`config.mk`:
```
export PLATFORM = sky130hd
export DESIGN_NAME = fetch_unit
export DESIGN_NICKNAME = d
export VERILOG_FILES = /design/src/rtl/fetch_pkg.sv /design/src/rtl/fetch_fifo.sv /design/src/rtl/fetch_unit.sv
export SDC_FILE = /design/constraint.sdc
export NUM_CORES = 1
export LEC_CHECK = 0
export BUFFER_PORTS_ARGS = -buffer_cell sky130_fd_sc_hd__buf_2
export CORE_MARGIN = 2
export CORE_UTILIZATION = 61
export DETAILED_ROUTE_END_ITERATION = 7
export GPL_TIMING_DRIVEN = 0
export PLACE_DENSITY_LB_ADDON = 0.12
export SLEW_MARGIN = 25
export SYNTH_ARGS = -nofsm -noshare
export SYNTH_HDL_FRONTEND = slang
export SYNTH_SLANG_ARGS = --single-unit
```
`constraint.sdc`:
```
create_clock -name clk -period 9.6 [get_ports clk]
set_input_delay 1.44 -clock clk [delete_from_list [all_inputs] [get_ports clk]]
set_output_delay 1.44 -clock clk [all_outputs]
set_load 0.005 [all_outputs]
```
`src/rtl/fetch_pkg.sv`:
```
// Shared fetch-stage types: exception codes (also used by decode), buffered entry, FSM states.
package fetch_pkg;

  localparam logic [5:0] EXC_INST_MISALIGNED   = 6'd0;
  localparam logic [5:0] EXC_INST_ACCESS_FAULT = 6'd1;
  localparam logic [5:0] EXC_ILLEGAL_INST      = 6'd2;

  typedef enum logic {
    ST_RUN  = 1'b0,
    ST_HALT = 1'b1
  } fetch_state_e;

  typedef struct packed {
    logic [31:0] inst;
    logic [31:0] pc;
    logic        exc_valid;
    logic [5:0]  exc_num;
  } fetch_entry_t;

  function automatic fetch_entry_t make_entry(input logic [31:0] inst, input logic [31:0] pc,
                                              input logic exc_valid, input logic [5:0] exc_num);
    fetch_entry_t e;
    e.inst      = inst;
    e.pc        = pc;
    e.exc_valid = exc_valid;
    e.exc_num   = exc_num;
    return e;
  endfunction

endpackage

```
`src/rtl/fetch_fifo.sv`:
```
// In-order response buffer of fetch entries; clear has priority and may coexist with a push.
module fetch_fifo
  import fetch_pkg::*;
#(
  parameter int DEPTH = 2
) (
  input  logic                   clk,
  input  logic                   reset_n,
  input  logic                   clear,
  input  logic                   push,
  input  fetch_entry_t           push_data,
  input  logic                   pop,
  output fetch_entry_t           head,
  output logic                   empty,
  output logic [$clog2(DEPTH):0] count
);

  localparam int AW = $clog2(DEPTH);
  localparam int CW = AW + 1;

  fetch_entry_t  mem [DEPTH];
  logic [AW-1:0] wr_ptr, rd_ptr, wr_addr;

  // A clearing push lands in slot 0 so it becomes the new head.
  assign wr_addr = clear ? '0 : wr_ptr;

  // NOTE: sequential state uses non-blocking assignments so every flop samples pre-edge values.
  always_ff @(posedge clk or negedge reset_n) begin
    if (!reset_n) begin
      wr_ptr <= '0;
      rd_ptr <= '0;
      count  <= '0;
    end else if (clear) begin
      rd_ptr <= '0;
      wr_ptr <= push ? AW'(1) : '0;
      count  <= CW'(push);
    end else begin
      if (push) wr_ptr <= wr_ptr + AW'(1);
      if (pop)  rd_ptr <= rd_ptr + AW'(1);
      count <= count + CW'(push) - CW'(pop);
    end
  end

  // NOTE: storage carries no reset; count alone decides validity, so this stays plain RAM.
  always_ff @(posedge clk) begin
    if (push) mem[wr_addr] <= push_data;
  end

  assign head  = mem[rd_ptr];
  assign empty = (count == '0);

endmodule

```
`src/rtl/fetch_unit.sv`:
```
// Fetch stage: sequential PC issue with credit flow control, in-order response buffer, flush redirect.
// Optional FETCH_BYPASS_EN: a response into an empty buffer is presented in its arrival cycle.
module fetch_unit
  import fetch_pkg::*;
#(
  parameter logic [31:0] RESET_PC   = 32'h0000_0000,
  parameter int          FIFO_DEPTH = 2
) (
  input  logic        clk,
  input  logic        reset_n,
  output logic [31:0] mem_req_addr,
  output logic        mem_req_valid,
  input  logic        mem_req_ready,
  input  logic [31:0] mem_resp_data,
  input  logic        mem_resp_valid,
  input  logic        mem_resp_error,
  output logic [31:0] inst,
  output logic [31:0] inst_pc,
  output logic        inst_valid,
  input  logic        fetch_stall,
  output logic [5:0]  exception_num_out,
  output logic        exception_valid_out,
  input  logic        flush,
  input  logic [31:0] flush_pc
);

  localparam int CW = $clog2(FIFO_DEPTH) + 1;

  fetch_state_e  state_q, state_d;
  logic [31:0]   pc_q, pc_d;
  logic [31:0]   resp_pc_q, resp_pc_d;
  logic [CW-1:0] outstanding_q, outstanding_d;
  logic [CW-1:0] drop_q, drop_d;
  logic          hold_q, hold_d;
  logic          started_q;

  logic          credit_ok, req_acc;
  logic          resp_take, resp_use, bypass, push_resp, flush_misaligned;
  logic          fifo_push, fifo_pop, fifo_empty;
  logic [CW-1:0] fifo_count;
  fetch_entry_t  resp_entry, mis_entry, fifo_data, fifo_head, present;
  logic          present_valid;

  // Credits cover requests in flight (live or to be dropped) plus buffered entries.
  assign credit_ok = ({1'b0, outstanding_q} + {1'b0, drop_q} + {1'b0, fifo_count})
                     < (CW+1)'(FIFO_DEPTH);

  // A request that was offered but not yet taken stays up until memory accepts it.
  assign mem_req_valid = hold_q || (started_q && (state_q == ST_RUN) && credit_ok);
  assign mem_req_addr  = started_q ? pc_q : '0;
  assign req_acc       = mem_req_valid && mem_req_ready;

  assign flush_misaligned = (flush_pc[1:0] != 2'b00);

  // Responses for live requests; after an exception (HALT) they are consumed but discarded.
  assign resp_take = started_q && mem_resp_valid && !flush && (drop_q == '0);
  assign resp_use  = resp_take && (state_q == ST_RUN);

  assign resp_entry = mem_resp_error
                    ? make_entry(32'h0, resp_pc_q, 1'b1, EXC_INST_ACCESS_FAULT)
                    : make_entry(mem_resp_data, resp_pc_q, 1'b0, EXC_INST_MISALIGNED);
  assign mis_entry  = make_entry(32'h0, flush_pc, 1'b1, EXC_INST_MISALIGNED);

`ifdef FETCH_BYPASS_EN
  assign bypass = resp_use && fifo_empty;
`else
  assign bypass = 1'b0;
`endif

  assign present       = bypass ? resp_entry : fifo_head;
  assign present_valid = bypass || !fifo_empty;

  // A bypassed response only needs buffering when decode stalls it.
  assign push_resp = resp_use && !(bypass && !fetch_stall);
  assign fifo_push = flush ? flush_misaligned : push_resp;
  assign fifo_data = flush ? mis_entry : resp_entry;
  assign fifo_pop  = !flush && !fifo_empty && !fetch_stall;

  fetch_fifo #(.DEPTH(FIFO_DEPTH)) u_fifo (
    .clk      (clk),
    .reset_n  (reset_n),
    .clear    (flush),
    .push     (fifo_push),
    .push_data(fifo_data),
    .pop      (fifo_pop),
    .head     (fifo_head),
    .empty    (fifo_empty),
    .count    (fifo_count)
  );

  // NOTE: every always_comb target gets a default first so no path can infer a latch.
  always_comb begin
    state_d       = state_q;
    pc_d          = pc_q;
    resp_pc_d     = resp_pc_q;
    outstanding_d = outstanding_q;
    drop_d        = drop_q;
    hold_d        = 1'b0;

    if (flush) begin
      // Everything still in flight becomes stale; a response landing now retires one of them.
      pc_d          = flush_pc;
      resp_pc_d     = flush_pc;
      outstanding_d = '0;
      drop_d        = drop_q + outstanding_q + CW'(req_acc) - CW'(mem_resp_valid);
      state_d       = flush_misaligned ? ST_HALT : ST_RUN;
    end else begin
      if (req_acc)   pc_d      = pc_q + 32'd4;
      if (resp_take) resp_pc_d = resp_pc_q + 32'd4;
      hold_d        = mem_req_valid && !mem_req_ready;
      outstanding_d = outstanding_q + CW'(req_acc) - CW'(resp_take);
      drop_d        = drop_q - CW'(mem_resp_valid && (drop_q != '0));
      if (resp_use && mem_resp_error) state_d = ST_HALT;
    end
  end

  always_ff @(posedge clk or negedge reset_n) begin
    if (!reset_n) begin
      state_q       <= ST_RUN;
      pc_q          <= RESET_PC;
      resp_pc_q     <= RESET_PC;
      outstanding_q <= '0;
      drop_q        <= '0;
      hold_q        <= 1'b0;
      started_q     <= 1'b0;
    end else begin
      state_q       <= state_d;
      pc_q          <= pc_d;
      resp_pc_q     <= resp_pc_d;
      outstanding_q <= outstanding_d;
      drop_q        <= drop_d;
      hold_q        <= hold_d;
      started_q     <= 1'b1;
    end
  end

  assign inst_valid          = present_valid;
  assign inst                = present_valid ? present.inst : '0;
  assign inst_pc             = present_valid ? present.pc : '0;
  assign exception_valid_out = present_valid && present.exc_valid;
  assign exception_num_out   = present_valid ? present.exc_num : '0;

endmodule

```
* Word level (Yosys, flattened, before mapping)
Memories as Yosys holds them, arrays and structs flattened.
Cells that the tools add are included.
** Cells by class
- Add/subtract/negate cells :: 14
- Order comparisons :: 1
- Muxes and demuxes :: 25
- Bitwise logic cells :: 1
- Reduce and logical (&&, ||, !) cells :: 27
** Operator list (number)
- $mux W32 :: 7
- $mux W71 :: 2
- $add A32 B3 Y32 const B :: 2
- $reduce_bool A2 Y1 :: 7
- $logic_and A1 B1 Y1 :: 13
- $mux W1 :: 12
- $sub A2 B1 Y2 :: 4
- $add A2 B1 Y2 :: 3
- $mux W2 :: 3
- $mux W6 :: 1
- $logic_not A1 Y1 :: 4
- $logic_not A2 Y1 :: 2
- $add A2 B2 Y3 :: 1
- $add A3 B2 Y3 :: 1
- $lt A3 B2 Y1 const B :: 1
- $add A1 B1 Y1 const B :: 2
- $add A2 B2 Y2 :: 1
- $logic_or A1 B1 Y1 :: 1
- $not A1 Y1 :: 1
** Word-level totals
- Bits in registers :: 75
- Bits in writable memories :: 142
- Word-level logic and storage cells :: 79
- Memories :: 1
** Memories
- u_fifo.mem :: depth 2, width 71, rd ports 1, clocked after Yosys merged registers in 0, write ports 1, RTL line fetch_fifo.sv:21 : fetch_entry_t mem [DEPTH];

* Longest topological paths before layout
Gate-level depths: netlist of the first run.
- Word-level depth :: 9
- Gate-level depth with buffers :: 14
- Gate-level depth less buffers :: 12

* Cells and area by module
Synthesis of the first run repeated with hierarchy kept, for this count alone.
** Unflattened totals
- Cells, all modules :: 849
- Area total of the unflattened synthesis :: 11016.8 µm²
** By module, submodules not included
- fetch_fifo :: times used 1, cells each 240, area an instance 5689.2 µm²
- fetch_unit :: times used 1, cells each 609, area an instance 5327.6 µm²

* Worst setup path after synthesis of the first run
No wires, ideal clock.
- Path kind :: input -> register
- From :: input port flush
- To :: memory u_fifo.mem[1][0] in the netlist's numbering (enable)
- Arrival :: 5235 ps
- Slack :: 3868 ps
- Stages :: 5
- Path through :: clkbuf_1 -> clkbuf_1 -> o21ai_0 -> o31a_1 -> nor2b_1
** On the way
- Word-level cells in the longest chain between the ends :: 7
- Elaborated cells on any way between the ends :: 8
** Ends and longest elaborated chain
- from (decl) :: RTL line fetch_unit.sv:23 : input logic flush,
- $logic_not A1 Y1 :: RTL line fetch_unit.sv:56 : assign resp_take = started_q && mem_resp_valid && !flush && (drop_q == '0);
- $logic_and A1 B1 Y1 (2 in a row) :: RTL line fetch_unit.sv:56
- $logic_and A1 B1 Y1 :: RTL line fetch_unit.sv:57 : assign resp_use = resp_take && (state_q == ST_RUN);
- $mux W1 :: RTL line fetch_unit.sv:75 : assign fifo_push = flush ? flush_misaligned : push_resp;
- $mux W1 :: RTL line fetch_fifo.sv:46 : if (push) mem[wr_addr] <= push_data;
- $mux W1 (not written as such) :: RTL line fetch_fifo.sv:46
- to (decl) :: RTL line fetch_fifo.sv:21
Parallel ways exist; a longest one is shown, timed or not.

* Worst setup path after layout of the first run
- From :: register u_fifo.rd_ptr
- To :: output port inst_pc[19]
** On the way
- Word-level cells in the longest chain between the ends :: 2
** Ends and longest elaborated chain
- from (decl) :: RTL line fetch_fifo.sv:22 : logic [AW-1:0] wr_ptr, rd_ptr, wr_addr;
- from (signal assigned) :: RTL line fetch_fifo.sv:39 : if (pop) rd_ptr <= rd_ptr + AW'(1);
- $mem_v2 Z2 W71
- $mux W32 :: RTL line fetch_unit.sv:139 : assign inst_pc = present_valid ? present.pc : '0;
- to (decl) :: RTL line fetch_unit.sv:18 : output logic [31:0] inst_pc,
No other way between the ends.

==> impl_metrics.csv, run 1 <==
group,metric,value,unit
timing,timing.final.crit_period,4.25,ns
timing,unrepaired_setup_endpoints_after_global_routing,"no",
critical_path,worst-endpoint-arrival,2.81,ns
timing,slew_headroom,0.281,
logic_synthesis,yosysSeqAreaShare,0.563,
timing,tightest_slew,1.07,ns
pwr,leakage,4.95,nW
clock_network,clock_sinks,207,
logic_synthesis,fraction_of_synthesized_area_in_multiplexers,0.0898,
pwr,finalPower,0.00253,W
critical_path,cp_cell_sequence,"clkbuf_1 > clkbuf_1 > clkbuf_1 > mux2i_1 > nor2_1 > buf_2",
drt,routed_via_density,6.10,
logic_synthesis,combinational_family_with_the_most_area_after_synthesis,"simple AND/OR/NAND/NOR gates",
placed_design,buffer_ports.inserted,170,
logic_synthesis,yosys.area.top_type_share,0.382,
pwr,power.ir.vdd_worst,144,uV
placed_design,place_congestion,0.961,
logic_synthesis,synthesis.area,10400,sq um
logic_synthesis,asr_flop_ratio_synth,0.362,
pwr,switchingPower,0.000745,W
pwr,power_report.internal_total,0.00178,W
logic_synthesis,flip_flop_and_latch_count_after_synthesis,207,
pwr,comb_power_share,0.221,
global_routing,number_of_antenna_violations_at_the_first_check_in_global_routing,0,
clock_network,clock_tree.buffer_depth,3,
critical_path,critical_path.most_common_cell,"sky130_fd_sc_hd__clkbuf_1",
critical_path,crit_path_max_incr_delay,0.63,ns
finish,area_growth_syn_to_layout,19.3,%
logic_synthesis,post_synth_fa_ha_maj_area_fraction,0.0171,
logic_synthesis,yosys.area_share.simple,0.194,
floorplan,floorplan.io_pins,176,
drt,via_total_after_detailed_routing,8292,
logic_synthesis,yosys-top-cells-area,"sky130_fd_sc_hd__edfxtp_1 38%, sky130_fd_sc_hd__dfrtp_1 18%, sky130_fd_sc_hd__mux2i_1 6.4%",
run_status,outcome,"finished, final reports clean",
drt,first_pass_iters,5,
clock_network,cts.hold.buffers_added,0,
clock_network,tritoncts_clock_tree,"yes",
critical_path,timing.critical_path.from_type,"flop",
logic_synthesis,post-synth-top-area-cell,"sky130_fd_sc_hd__edfxtp_1",
global_routing,global_route_wire_length_before_repair,41.5,mm
critical_path,timing.critical_path.to_type,"primary output",
pwr,power_switching_share,0.295,
placed_design,detailed_place_hpwl,18.9,mm
pwr,pwr-share-seq,0.446,
placed_design,post-place-cells,1319,
floorplan,die_h,134,um
timing,layout_worst_path_cycle_share,0.443,
drt,drt_wl_total,26.5,mm
finish,multi_input_comb_area,4160,sq um
logic_synthesis,ys.warnings.count,0,
logic_synthesis,synth_enable_flop_cells,132,
finish,fin_nets,1207,
drt,drt_iter0_drcs,768,
clock_network,cts-resized-gates,0,
min_path,hold_sp,"resp_pc_q[31]",
floorplan,design.core.area,16600,sq um
floorplan,die_w,134,um
critical_path,worst-setup-path-type,"flop to primary output",
clock_network,clockRootBuffer,"sky130_fd_sc_hd__clkbuf_16",
logic_synthesis,yosys.cell_types.count,65,
finish,seq_area,5840,sq um
finish,layout-drive-gt1-share,0.232,
critical_path,crit_path_start,"u_fifo.rd_ptr",
logic_synthesis,synth_flop_cell,"sky130_fd_sc_hd__edfxtp_1",
clock_network,clk_transition_reported_paths,0.06,ns
pwr,cellPowerDensity,204,nW/um^2
drt,drt.antenna.violating_nets,0,
clock_network,cts-htree-levels,1,
drt,drt-wirelength-per-cell,19.5,um
global_routing,gr-total-overflow,0,
timing,timing.final.max_slew_violations,0,
timing,finalSetupViolations,0,
job,max-cap-violations,0,
finish,post_layout_nonfiller_instances,1359,
pwr,power.share.clock,0.333,
timing,highest_clock_rate,0.235,GHz
finish,fillCellCount,1217,
clock_network,tritoncts.num_buffers,22,
floorplan,row_count,47,
finish,antennaDiodeCount,0,
global_routing,gr-usage-all-layers,0.294,
logic_synthesis,netlist_instances,920,
timing,hold_violations,0,
logic_synthesis,xor_xnor_cell_area_share_of_the_yosys_netlist,0.0101,
clock_network,worst_skew_pair.late_latency,0.50,ns
critical_path,worst_path_max_delay_cell,"sky130_fd_sc_hd__clkbuf_1",
clock_network,cts_setup_buffers,0,
logic_synthesis,synth_compound_area_frac,0.0857,
floorplan,fp.dieArea,18000,sq um
critical_path,worst_ep_required_time,8.16,ns
timing,clock_skew,0.00856,ns
global_routing,grt_start_max_net_pins,50,
logic_synthesis,synth_area_per_cell,11.3,sq um
global_routing,grt_pass1_vias,7883,
floorplan,initial_core_utilization,0.625,
timing,setup_tns,0,ns
critical_path,r2r-start,"drop_q[1]",
drt,drcViolationCount,0,
min_path,holdCritPathClass,"flop to flop",
critical_path,timing.critical_path.fanout_max,10,
==> flip-flops by register name, summed over array words and instances, names as in the netlist, 2 cells and up <==
signal         flops
u_fifo.mem       132
resp_pc_q         32
pc_q              32
u_fifo.count       2
outstanding_q      2
drop_q             2
==> cells in the final DEF (no fill, tap or decap), types with 14 or more instances in the layout <==
master | netlist | final
sky130_fd_sc_hd__nand2_1 | 39 | 39
sky130_fd_sc_hd__buf_2 | 4 | 173
sky130_fd_sc_hd__o21ai_0 | 38 | 38
sky130_fd_sc_hd__a31oi_1 | 21 | 21
sky130_fd_sc_hd__edfxtp_1 | 132 | 132
sky130_fd_sc_hd__mux2i_1 | 66 | 66
sky130_fd_sc_hd__o31ai_1 | 14 | 14
sky130_fd_sc_hd__nand4_1 | 16 | 16
sky130_fd_sc_hd__clkbuf_1 | 45 | 47
sky130_fd_sc_hd__or4_1 | 23 | 23
sky130_fd_sc_hd__nor3_1 | 14 | 14
sky130_fd_sc_hd__nand3_1 | 25 | 25
sky130_fd_sc_hd__inv_1 | 32 | 32
sky130_fd_sc_hd__clkbuf_16 | 0 | 23
sky130_fd_sc_hd__dfrtp_1 | 75 | 75
sky130_fd_sc_hd__and2_1 | 68 | 68
sky130_fd_sc_hd__mux2_2 | 24 | 24
sky130_fd_sc_hd__nor4_1 | 14 | 14
sky130_fd_sc_hd__nor2_1 | 111 | 110
==> Yosys cell counts (11+ instances only) <==
master	number
sky130_fd_sc_hd__edfxtp_1	132
sky130_fd_sc_hd__nor2_1	111
sky130_fd_sc_hd__dfrtp_1	75
sky130_fd_sc_hd__and2_1	68
sky130_fd_sc_hd__mux2i_1	66
sky130_fd_sc_hd__clkbuf_1	45
sky130_fd_sc_hd__nand2_1	39
sky130_fd_sc_hd__o21ai_0	38
sky130_fd_sc_hd__inv_1	32
sky130_fd_sc_hd__nand3_1	25
sky130_fd_sc_hd__mux2_2	24
sky130_fd_sc_hd__or4_1	23
sky130_fd_sc_hd__a31oi_1	21
sky130_fd_sc_hd__nand4_1	16
sky130_fd_sc_hd__nor3_1	14
sky130_fd_sc_hd__nor4_1	14
sky130_fd_sc_hd__o31ai_1	14
sky130_fd_sc_hd__a211oi_1	11
sky130_fd_sc_hd__ha_1	11
sky130_fd_sc_hd__nor2b_1	11
==> cells by family (layout without fill, tap and decap cells) <==
logic type               after synthesis  after routing
AO/OA/AOI/OAI                        133            133
XOR/XNOR                              12             12
adder cells (fa/ha/maj)               13             13
buffers and inverters                 94            309
flip-flops                           207            207
multiplexers                          90             90
other                                  2              6
AND/OR/NAND/NOR                      369            369
==> per-layer routing <==
| metal | vias to the layer above | global-route usage | routed length (um) |
|---|---|---|---|
| met2 | 473 | 0.473 | 12400 |
| met3 | 62 | 0.0435 | 2440 |
| met5 | - | 0 | 0 |
| met1 | 3956 | 0.416 | 10900 |
| li1 | 3801 | - | - |
| met4 | 0 | 0.0977 | 701 |
==> critical path: cells and delay by family, from the launching register on <==
kind / cells / cell delay (ns)
AND/OR/NAND/NOR: 1 / 0.06
flip-flops: 1 / 0.32
buffers and inverters: 4 / 1.64
multiplexers: 1 / 0.28
==> power groups by stage <==
stage                     clock network, W  logic, W  registers, W
after global placement                   0  0.000528       0.00114
after CTS                         0.000845  0.000560       0.00112
final                             0.000842  0.000559       0.00113
after global routing              0.000880  0.000619       0.00114
after floorplan                          0  0.000348       0.00112
after detailed placement                 0  0.000555       0.00114
==> cell type report <==
class	instances	share of cell area
clock inverters	14	0.00982
repair buffers	175	0.0789
well taps	220	0.0223
flip-flops and latches	207	0.472
clock buffers	26	0.0483
multi-input cells	623	0.336
inverters	33	0.0100
plain buffers	61	0.0223
==> worst paths after layout <==
check	slack (ns)	endpoint	cells past startpoint
setup reg to reg	5.62	outstanding_q[1]	14
setup / recovery	5.35	inst_pc[19]	6
max in group asynchronous	8.14	u_fifo.count[1]	2
min in group asynchronous	0.86	pc_q[13]	1
hold reg to reg	0.50	resp_pc_q[31]	1
hold / removal	0.50	resp_pc_q[31]	1
==> through the flow <==
stage	setup WS, ns	instance area (sq um)	util	hold slack, ns
floorplan	3.87	10400	-	0.444
global placement	1.60	11500	0.694	0.472
detailed placement	4.98	11600	0.702	0.474
CTS	5.28	12400	0.746	0.486
global route	5.18	12400	0.746	0.512
finish	5.35	12400	0.746	0.495
No activity file was read; power rests on OpenSTA's default activity.
==> run 2, diff against run 1 <==
ABC_AREA = 1   (was default)
CORE_UTILIZATION = 52   (was 61)
clock period = 3.75 ns   (was 9.6 ns; I/O delays follow)
==> run 2 against run 1 <==
Effect of this change: the flow now finishes with violations (hold timing); sequential share of layout area fell by 1.5 points; clock power increased by 150%; non-clock buffer count down 5; register-to-register slack worse by 4.7 ns; power rose to 2.8 times the previous value; worst setup slack worse by 4.5 ns; area after synthesis rose by 4.3%; wire length rose by 9.3%; sequential power grew to 2.7 times the previous value; critical path type unchanged; largest cell class unchanged; largest power group unchanged.
==> impl_metrics.csv, run 2 <==
group,metric,value,unit
run_status,outcome,"finished with violations",
run_status,failing_checks,"hold timing",
timing,unrepaired_setup_endpoints_after_global_routing,"no",
critical_path,crit_path_max_incr_delay,0.42,ns
pwr,pwr-share-seq,0.430,
global_routing,grt_start_max_net_pins,50,
logic_synthesis,asr_flop_ratio_synth,0.362,
job,max-cap-violations,0,
timing,timing.final.crit_period,2.92,ns
finish,antennaDiodeCount,0,
timing,timing.hold.ws,-0.00805,ns
logic_synthesis,flip_flop_and_latch_count_after_synthesis,207,
drt,drt.antenna.violating_nets,0,
timing,setup_slack_after_layout,0.833,ns
finish,area_growth_syn_to_layout,18.3,%
placed_design,place_congestion,0.952,
critical_path,timing.critical_path.fanout_max,10,
logic_synthesis,synthesis.area,10800,sq um
finish,largest_registers,"u_fifo.mem x132, pc_q x32, resp_pc_q x32",
pwr,power.ir.vdd_worst,377,uV
critical_path,cp_cell_sequence,"nor2_1 > buf_2 > buf_1 > a21oi_1 > buf_2",
critical_path,worst_ep_required_time,3.19,ns
finish,finalCoreUtilization,0.630,
pwr,power.share.clock,0.293,
clock_network,cts_setup_buffers,0,
logic_synthesis,netlist_instances,1304,
timing,timing.final.max_slew_violations,0,
critical_path,timing.critical_path.from_type,"flop",
min_path,holdCritPathClass,"input port to asynchronous set/reset pin",
pwr,power_switching_share,0.336,
placed_design,dp_worst_setup_slack,0.830,ns
drt,drt_iter0_drcs,593,
clock_network,clock_sinks,207,
pwr,switchingPower,0.00239,W
clock_network,tritoncts_clock_tree,"yes",
logic_synthesis,post-synth-top-area-cell,"sky130_fd_sc_hd__edfxtp_1",
timing,layout_worst_path_cycle_share,0.778,
logic_synthesis,synth_area_per_cell,8.29,sq um
drt,drcViolationCount,0,
clock_network,cts-resized-gates,0,
placed_design,buffer_ports.inserted,170,
drt,via_total_after_detailed_routing,9281,
floorplan,row_count,52,
logic_synthesis,yosys-top-cells-count,"467 x sky130_fd_sc_hd__nand2_1, 132 x sky130_fd_sc_hd__edfxtp_1, 132 x sky130_fd_sc_hd__inv_1",
critical_path,worst-endpoint-arrival,2.35,ns
critical_path,r2r-end,"drop_q[0]",
logic_synthesis,yosys-top-cells-area,"sky130_fd_sc_hd__edfxtp_1 37%, sky130_fd_sc_hd__dfrtp_1 17%, sky130_fd_sc_hd__nand2_1 16%",
placed_design,detailed_place_hpwl,20.9,mm
critical_path,r2r-start,"outstanding_q[1]",
critical_path,critPathTopFamily,"buffers and inverters",
global_routing,gr-usage-all-layers,0.262,
floorplan,die_h,148,um
timing,hold_violations,4,
logic_synthesis,synth_flop_cell,"sky130_fd_sc_hd__edfxtp_1",
logic_synthesis,yosys.area.top_type_share,0.367,
timing,tightest_slew,0.719,ns
critical_path,regToRegSetupSlack,0.89,ns
pwr,comb_power_share,0.277,
finish,fin_nets,1590,
timing,setup_tns,0,ns
floorplan,initial_core_utilization,0.532,
pwr,power_report.internal_total,0.00473,W
clock_network,tritoncts.num_buffers,23,
drt,drt-wirelength-per-cell,16.1,um
clock_network,clk_transition_reported_paths,0.06,ns
clock_network,clockRootBuffer,"sky130_fd_sc_hd__clkbuf_16",
logic_synthesis,ys.warnings.count,0,
finish,post_layout_nonfiller_instances,1792,
clock_network,cts-htree-levels,1,
critical_path,worst_r2r_path_depth,10,
timing,highest_clock_rate,0.343,GHz
clock_network,cts.hold.buffers_added,0,
global_routing,grt_pass1_vias,8638,
logic_synthesis,synth_enable_flop_cells,132,
floorplan,fp.dieArea,22000,sq um
floorplan,design.core.area,20300,sq um
pwr,leakage,6.04,nW
drt,first_pass_iters,5,
global_routing,gr-total-overflow,0,
timing,slew_headroom,0.516,
floorplan,floorplan.io_pins,176,
drt,routed_via_density,5.18,
logic_synthesis,yosysSeqAreaShare,0.540,
critical_path,worst-setup-path-type,"flop to primary output",
pwr,finalPower,0.00713,W
critical_path,timing.critical_path.to_type,"primary output",
finish,largest_register,"u_fifo.mem",
clock_network,clock_tree.buffer_depth,3,
critical_path,worst_path_max_delay_cell,"sky130_fd_sc_hd__buf_1",
finish,layout-drive-gt1-share,0.178,
finish,largest_register_ffs,132,
logic_synthesis,yosys.cell_types.count,42,
clock_network,worst_skew_pair.late_latency,0.51,ns
placed_design,post-place-cells,1751,
timing,finalSetupViolations,0,
critical_path,critical_path.most_common_cell,"sky130_fd_sc_hd__buf_2",
finish,leading_cell_type_in_the_layout_fill_and_taps_excluded,"sky130_fd_sc_hd__nand2_1",
pwr,cellPowerDensity,558,nW/um^2
global_routing,number_of_antenna_violations_at_the_first_check_in_global_routing,0,
critical_path,critical_path_buf_inv_count,3,
floorplan,die_w,148,um
timing,clock_skew,0.00983,ns
global_routing,global_route_wire_length_before_repair,45.2,mm
finish,layout.cells.most_common_list,"467 x sky130_fd_sc_hd__nand2_1, 189 x sky130_fd_sc_hd__buf_2, 132 x sky130_fd_sc_hd__edfxtp_1, 130 x sky130_fd_sc_hd__inv_1, 111 x sky130_fd_sc_hd__nor2_1",
drt,drt_wl_total,28.9,mm
logic_synthesis,yosys.cell_count.top_type,"sky130_fd_sc_hd__nand2_1",
==> run 2: cell types whose count changed in the layout (fill, tap and decap cells not counted), moves of 20 or more <==
cell                       change
sky130_fd_sc_hd__mux2_2       -24
sky130_fd_sc_hd__or4_1        -23
sky130_fd_sc_hd__clkbuf_1     -20
sky130_fd_sc_hd__and2_1       -66
sky130_fd_sc_hd__nand2_1     +428
sky130_fd_sc_hd__nand3_1      +64
sky130_fd_sc_hd__mux2i_1      -66
sky130_fd_sc_hd__a21oi_1      +70
sky130_fd_sc_hd__inv_1        +98
==> run 2: layer usage <==
metal  share of wire  wire, um  GRT usage
met2            0.46     13300      0.424
met3           0.079      2280     0.0307
met4           0.034       970     0.0943
met1            0.43     12400      0.368
met5               0         0          0
==> run 2: logic make-up (layout without fill, tap and decap cells) <==
group / Yosys count / in the layout / synth area share
adders and majority gates: 13 / 13 / 0.0164
xor gates and xnor gates: 19 / 19 / 0.0154
AOI/OAI and AO/OA: 150 / 150 / 0.0724
buffers and inverters: 196 / 410 / 0.0779
DFF: 207 / 207 / 0.540
and+or+nand+nor: 717 / 717 / 0.277
other: 2 / 6 / 0.000695
==> run 2: area by class of cell <==
| type | count | area, sq um |
|---|---|---|
| timing repair buffer | 173 | 928 |
| tap | 270 | 338 |
| buffer | 58 | 319 |
| inverter | 138 | 528 |
| multi-input combinational | 905 | 4140 |
| sequential | 207 | 5840 |
| clock inverter | 8 | 73.8 |
| fill | 1833 | 7520 |
| clock buffer | 33 | 613 |
==> run 2: worst register-to-register path: stages (launching register included) <==
cell,delay (ns)
sky130_fd_sc_hd__dfrtp_1,0.40
sky130_fd_sc_hd__inv_1,0.08
sky130_fd_sc_hd__fa_1,0.53
sky130_fd_sc_hd__inv_1,0.04
sky130_fd_sc_hd__ha_1,0.27
sky130_fd_sc_hd__nor2_1,0.10
sky130_fd_sc_hd__nand2_1,0.08
sky130_fd_sc_hd__a21boi_0,0.58
sky130_fd_sc_hd__fa_1,0.53
sky130_fd_sc_hd__nand2_1,0.07
sky130_fd_sc_hd__o21ai_0,0.07
==> run 2: worst max path at each step <==
stage                             end  slack [ns]        startpoint  depth (start not counted)
floorplan            u_fifo.mem[0][0]        0.76             flush                          7
global placement    u_fifo.mem[1][55]       -0.30             flush                          7
detailed placement          drop_q[0]        0.83  outstanding_q[1]                         10
CTS                       inst_pc[10]        0.79   u_fifo.count[1]                          5
global route              inst_pc[10]        0.65   u_fifo.count[1]                          5
finish                    inst_pc[10]        0.83   u_fifo.count[1]                          5
==> run 2: stage by stage <==
step | area [sq um] | hold WS [ns]
global route | 12800 | 0.0112
CTS | 12800 | 0.00151
detailed placement | 12100 | 0.453
finish | 12800 | -0.00805
floorplan | 10800 | 0.267
global placement | 12000 | 0.451
==> run 2: power by group through the flow <==
stage               clock network [W]  logic (W)  registers [W]
CTS                           0.00212    0.00198        0.00306
global route                  0.00221    0.00222        0.00311
global placement                    0    0.00191        0.00311
detailed placement                  0    0.00197        0.00310
floorplan                           0    0.00125        0.00303
finish                        0.00209    0.00197        0.00307
